--- config.mk ---
export PLATFORM = sky130hd
export DESIGN_NAME = cpu_bus_arbiter
export DESIGN_NICKNAME = d
export VERILOG_FILES = /design/src/rtl/cpu_bus_arbiter.sv
export SDC_FILE = /design/constraint.sdc
export NUM_CORES = 1
export LEC_CHECK = 0
export CAP_MARGIN = 20
export CORE_AREA = 5 5 115 117
export DETAILED_ROUTE_END_ITERATION = 16
export DIE_AREA = 0 0 120 122
export DONT_BUFFER_PORTS = 1
export GPL_TIMING_DRIVEN = 1
export PLACE_DENSITY = 0.5
export SLEW_MARGIN = 20
export SYNTH_ARGS = -nofsm -noshare
export SYNTH_HDL_FRONTEND = slang
export SYNTH_SLANG_ARGS = --single-unit
export TNS_END_PERCENT = 30
--- constraint.sdc ---
create_clock -name i_clock -period 4.2 [get_ports i_clock]
set_clock_uncertainty 0.1 [all_clocks]
set_input_delay 0.84 -clock i_clock [delete_from_list [all_inputs] [get_ports i_clock]]
set_output_delay 0.84 -clock i_clock [all_outputs]
set_load 0.1 [all_outputs]
--- src/rtl/cpu_bus_arbiter.sv ---
// Round-robin arbiter sharing one external bus between the data-side and
// instruction-fetch requesters, with a per-transaction watchdog abort.
module cpu_bus_arbiter #(
   parameter int TIMEOUT = 1024
) (
   input  logic        i_clock,
   input  logic        i_reset,
   input  logic        i_d_request,
   input  logic        i_d_rw,
   input  logic [31:0] i_d_address,
   input  logic [31:0] i_d_wdata,
   output logic        o_d_ready,
   output logic [31:0] o_d_rdata,
   input  logic        i_i_request,
   input  logic        i_i_rw,
   input  logic [31:0] i_i_address,
   input  logic [31:0] i_i_wdata,
   output logic        o_i_ready,
   output logic [31:0] o_i_rdata,
   output logic        o_bus_request,
   output logic        o_bus_rw,
   output logic [31:0] o_bus_address,
   output logic [31:0] o_bus_wdata,
   input  logic        i_bus_ready,
   input  logic [31:0] i_bus_rdata,
   output logic        o_busy,
   output logic        o_timeout
);

   localparam int CW = $clog2(TIMEOUT);
   localparam logic [CW-1:0] CNT_LAST = CW'(TIMEOUT - 1);

   localparam logic [0:0] ST_IDLE = 1'b0;
   localparam logic [0:0] ST_BUSY = 1'b1;

   localparam logic GRANT_D = 1'b0;
   localparam logic GRANT_I = 1'b1;

   logic [0:0]    state_q, state_d;
   logic          grant_q, grant_d;
   logic          last_grant_q, last_grant_d;
   logic [CW-1:0] cnt_q, cnt_d;
   logic          cmd_rw_q, cmd_rw_d;
   logic [31:0]   cmd_addr_q, cmd_addr_d;
   logic [31:0]   cmd_wdata_q, cmd_wdata_d;

   logic busy;
   logic winner;
   logic complete;
   logic abort;
   logic finish;

   assign busy = (state_q == ST_BUSY);

   // Next-state, grant selection, command capture and watchdog counting.
   always_comb begin
      state_d      = state_q;
      grant_d      = grant_q;
      last_grant_d = last_grant_q;
      cnt_d        = cnt_q;
      cmd_rw_d     = cmd_rw_q;
      cmd_addr_d   = cmd_addr_q;
      cmd_wdata_d  = cmd_wdata_q;
      winner       = GRANT_D;
      case (state_q)
         ST_IDLE: begin
            // On a tie the side that did not win last time goes first.
            if (i_d_request && i_i_request) begin
               winner = ~last_grant_q;
            end else if (i_i_request) begin
               winner = GRANT_I;
            end else begin
               winner = GRANT_D;
            end
            if (i_d_request || i_i_request) begin
               grant_d = winner;
               cnt_d   = {CW{1'b0}};
               state_d = ST_BUSY;
               if (winner == GRANT_I) begin
                  cmd_rw_d    = i_i_rw;
                  cmd_addr_d  = i_i_address;
                  cmd_wdata_d = i_i_wdata;
               end else begin
                  cmd_rw_d    = i_d_rw;
                  cmd_addr_d  = i_d_address;
                  cmd_wdata_d = i_d_wdata;
               end
            end else begin
               state_d = ST_IDLE;
            end
         end
         ST_BUSY: begin
            if (i_bus_ready || (cnt_q == CNT_LAST)) begin
               last_grant_d = grant_q;
               state_d      = ST_IDLE;
            end else begin
               cnt_d = cnt_q + {{(CW-1){1'b0}}, 1'b1};
            end
         end
         default: begin
            state_d = ST_IDLE;
         end
      endcase
   end

   // State, grant history, watchdog and latched command registers.
   always_ff @(posedge i_clock or posedge i_reset) begin
      if (i_reset) begin
         state_q      <= ST_IDLE;
         grant_q      <= GRANT_D;
         last_grant_q <= GRANT_I;
         cnt_q        <= {CW{1'b0}};
         cmd_rw_q     <= 1'b0;
         cmd_addr_q   <= 32'd0;
         cmd_wdata_q  <= 32'd0;
      end else begin
         state_q      <= state_d;
         grant_q      <= grant_d;
         last_grant_q <= last_grant_d;
         cnt_q        <= cnt_d;
         cmd_rw_q     <= cmd_rw_d;
         cmd_addr_q   <= cmd_addr_d;
         cmd_wdata_q  <= cmd_wdata_d;
      end
   end

   // Completion strobes are combinational from the bus; an abort returns zero data.
   always_comb begin
      complete = busy && i_bus_ready;
      abort    = busy && !i_bus_ready && (cnt_q == CNT_LAST);
      finish   = complete || abort;

      o_d_ready = finish && (grant_q == GRANT_D);
      o_i_ready = finish && (grant_q == GRANT_I);

      if (complete && (grant_q == GRANT_D)) begin
         o_d_rdata = i_bus_rdata;
      end else begin
         o_d_rdata = 32'd0;
      end

      if (complete && (grant_q == GRANT_I)) begin
         o_i_rdata = i_bus_rdata;
      end else begin
         o_i_rdata = 32'd0;
      end

      o_timeout     = abort;
      o_bus_request = busy;
      o_bus_rw      = busy && cmd_rw_q;
      if (busy) begin
         o_bus_address = cmd_addr_q;
         o_bus_wdata   = cmd_wdata_q;
      end else begin
         o_bus_address = 32'd0;
         o_bus_wdata   = 32'd0;
      end
   end

   assign o_busy = busy;

endmodule

==> results.md <==
* Status: completed
* Tmin final at approximately 3.3 ns
* # hold bufs at CTS at 0
* First-pass GRT wire length at 19,300 um
* IO Port Bufs at 0
* Layout Cells excl Fill at 716
* Most common cell after layout, fill and taps aside: and2_1
* Skew-Pair Late Insertion Delay at 0.33 ns
* Req. time, crit path at ~3.3 ns
* Post-DP HPWL at slightly below 10,000 um
* Logic pwr share at 58.3%
* Sw frac at 58.8%
* CORE AREA at around 12,000 sq um
* Initial antenna violation count at 0
* Switching component of the power at around 3.0 mW
* Commonest non-fill, non-tap cells in the layout: and2_1 (129), buf_4 (78), dfrtp_1 (76)
* Vias in the first global route at about 3,600
* Clock-pin slew on the worst setup and hold paths at around 0.06 ns
* Achievable Freq at approximately 300 MHz
* Rows at between 40 and 50
* Drc violations at 0
* Syn Area/Cell at 9.09 sq um
* Fin Setup TNS at 0 ns
* FF+latch count, synth at 78
* Max capacitance violation total at 0
* Slew HR at between 30 and 40%
* Area Growth Syn to Fin at 20.4%
* Setup Crit Path Kind: flip-flop to output pin
* GRT Total Usage at between 10% and 20%
* Clock Path Buffers at 2
* Largest net degree at the start of global routing at just over 80
* NumNets Final at approximately 730
* RSZ-0062 raised after global routing: false
* Die X at 120 um
* Num CTS Buffers at 9
* Worst Max-Slew Pin Slew at between 1 and 1.5 ns
* Fin crit share at 79.7%
* Global route total overflow at 0
* Filler Cell Count at around 1,200
* Die area at 14,600 sq um
* Total Power Consumption at 5.03 mW
* Placed cells at 700
* Clk sinks at slightly below 80
* Warnings from Yosys at 0
* Synth Instances at 509
* Die H at approximately 120 um
* Yosys cell types at 35
* Final setup fails at 0
* I/O pin cnt at around 300
* CTS resizes at 0
* H-Tree Depth at 3
* Max VDD drop at 320 uV
* Seq pwr share at 24.4%
* Layout cells sized above 1 at approximately a fifth
* Crit path arrival time at roughly 2.4 ns
* Final Max Tran Viols at 0
* CP endpoint kind: output pin
* Hold Vio Cnt, Final at 0
* Synth Flop Type: dfrtp_1
* CP Launch Type: flip-flop
* Pre-antenna DRT Iters at 4
* Met3 routed WL at about 1100 um
* Setup Slack @ Placement at 1.15 ns
* Pwr Density at roughly 900 nW/um^2
* Min-delay worst type: primary input to asynchronous set/reset pin
* Placer congestion estimate at approximately 0.78
* Via count at 3,612
* DR vias/cell at 5.04
* Root Buffer: clkbuf_16
* EDFF count, synth at 0
* Routed WL at between 10,000 and 15,000 um
* Initial Utilization at 37.7%
* Diode count at 0
* M1 WL at 4920 um
* WL met2 at roughly 6300 um
* CTS tree: built
* Lkg Pwr at 2.66 nW
* Mapped Area at 4630 sq um
* Top Metal Used: met4
* Syn nets at between 600 and 700
* Cell-internal power at 2.07 mW
* Post-route ant nets at 0
* Final worst setup slack at around 0.85 ns
* Part of the Yosys area used for sequential elements at approximately 42%
* Post-CTS Setup Bufs at 0
* WL/cell at about 18 um
* Worst Path Max Fanout at 80
* Clock power frac at between 15 and 20%
* Ys async rst share at 100%
* DRT iter0 DRCs at around 140
-- per-layer routing --
| layer | vias up | GRT usage [%] |
|---|---|---|
| li1 | 1802 | - |
| met1 | 1625 | 18.9 |
| met2 | 167 | 28.6 |
| met3 | 18 | 6.22 |
| met4 | 0 | 5.80 |
| met5 | - | 0 |
-- path summary, 6_finish.rpt --
path	start	slack, ns	depth (start not counted)	endpoint
min in group i_clock	cmd_addr_q[22]$_DFFE_PP0P_	0.37	2	cmd_addr_q[22]$_DFFE_PP0P_
worst max-delay path	o_bus_request$_DFF_PP0_	0.85	4	o_i_ready
max in group asynchronous	i_reset	3.04	2	cmd_addr_q[14]$_DFFE_PP0P_
worst min-delay path	i_reset	0.22	1	cmd_wdata_q[18]$_DFFE_PP0P_
worst max register to register	o_bus_request$_DFF_PP0_	1.86	3	cmd_addr_q[15]$_DFFE_PP0P_
worst min register to register	cmd_addr_q[22]$_DFFE_PP0P_	0.37	2	cmd_addr_q[22]$_DFFE_PP0P_
-- stage by stage --
stage	util (%)	cell area (sq um)	hold slack, ns
final	45.4	5570	0.215
after detailed placement	42.7	5240	0.363
after global placement	42.7	5240	0.356
after CTS	45.4	5570	0.209
after global routing	45.4	5570	0.220
after floorplan	-	4630	0.342
-- power by group through the flow --
stage	combinational, mW	sequential [mW]	clock, mW
6_report	2.93	1.23	0.874
5_1_grt	3.06	1.28	0.927
2_1_floorplan	2.72	1.17	0
4_1_cts	2.96	1.23	0.898
3_5_place_dp	2.96	1.25	0
3_3_place_gp	2.94	1.23	0
-- cell usage after synthesis (all sizes together), types with 2 or more instances --
master	count	area share (%)
inv	9	0.73
o21ai	72	8.0
a31oi	3	0.41
a21oi	2	0.22
dfrtp	77	42
nand2	71	5.8
mux2i	66	14
nor2	8	0.65
and2	129	17
and3	2	0.32
buf	19	3.1
nand2b	2	0.27
nand4	6	1.1
nand3	5	0.54
nor3	6	0.87
clkbuf	19	1.5
-- worst max-delay path, stage by stage, from the launching register on --
cell and delay, ns:
dfrtp_4 0.86, buf_4 0.62, o21ai_2 0.18, nor2_2 0.12, buf_4 0.29
-- flip-flops by register name (all words and copies together) (netlist names) --
name	cells
cmd_addr_q	32
cmd_wdata_q	32
cnt_q	10
cmd_rw_q	1
grant_q	1
last_grant_q	1
o_bus_request	1
-- layout make-up --
class	count	area, sq um	area share [%]
Sequential cell	78	1960	35.1
Multi-Input combinational cell	384	2450	44.0
Clock buffer	12	236	4.25
Tap cell	150	188	3.37
Timing Repair Buffer	79	606	10.9
Clock inverter	4	95.1	1.71
Inverter	9	35.0	0.629
-- logic make-up after synthesis --
logic type               share of synthesized area (%)
flip-flops                                        42.2
buffers and inverters                             5.33
AND/OR/NAND/NOR                                   27.4
multiplexers                                      14.6
AO/OA/AOI/OAI                                     10.1
adder cells (fa/ha/maj)                          0.270
Note: power is estimated with default switching activity, not from simulation.
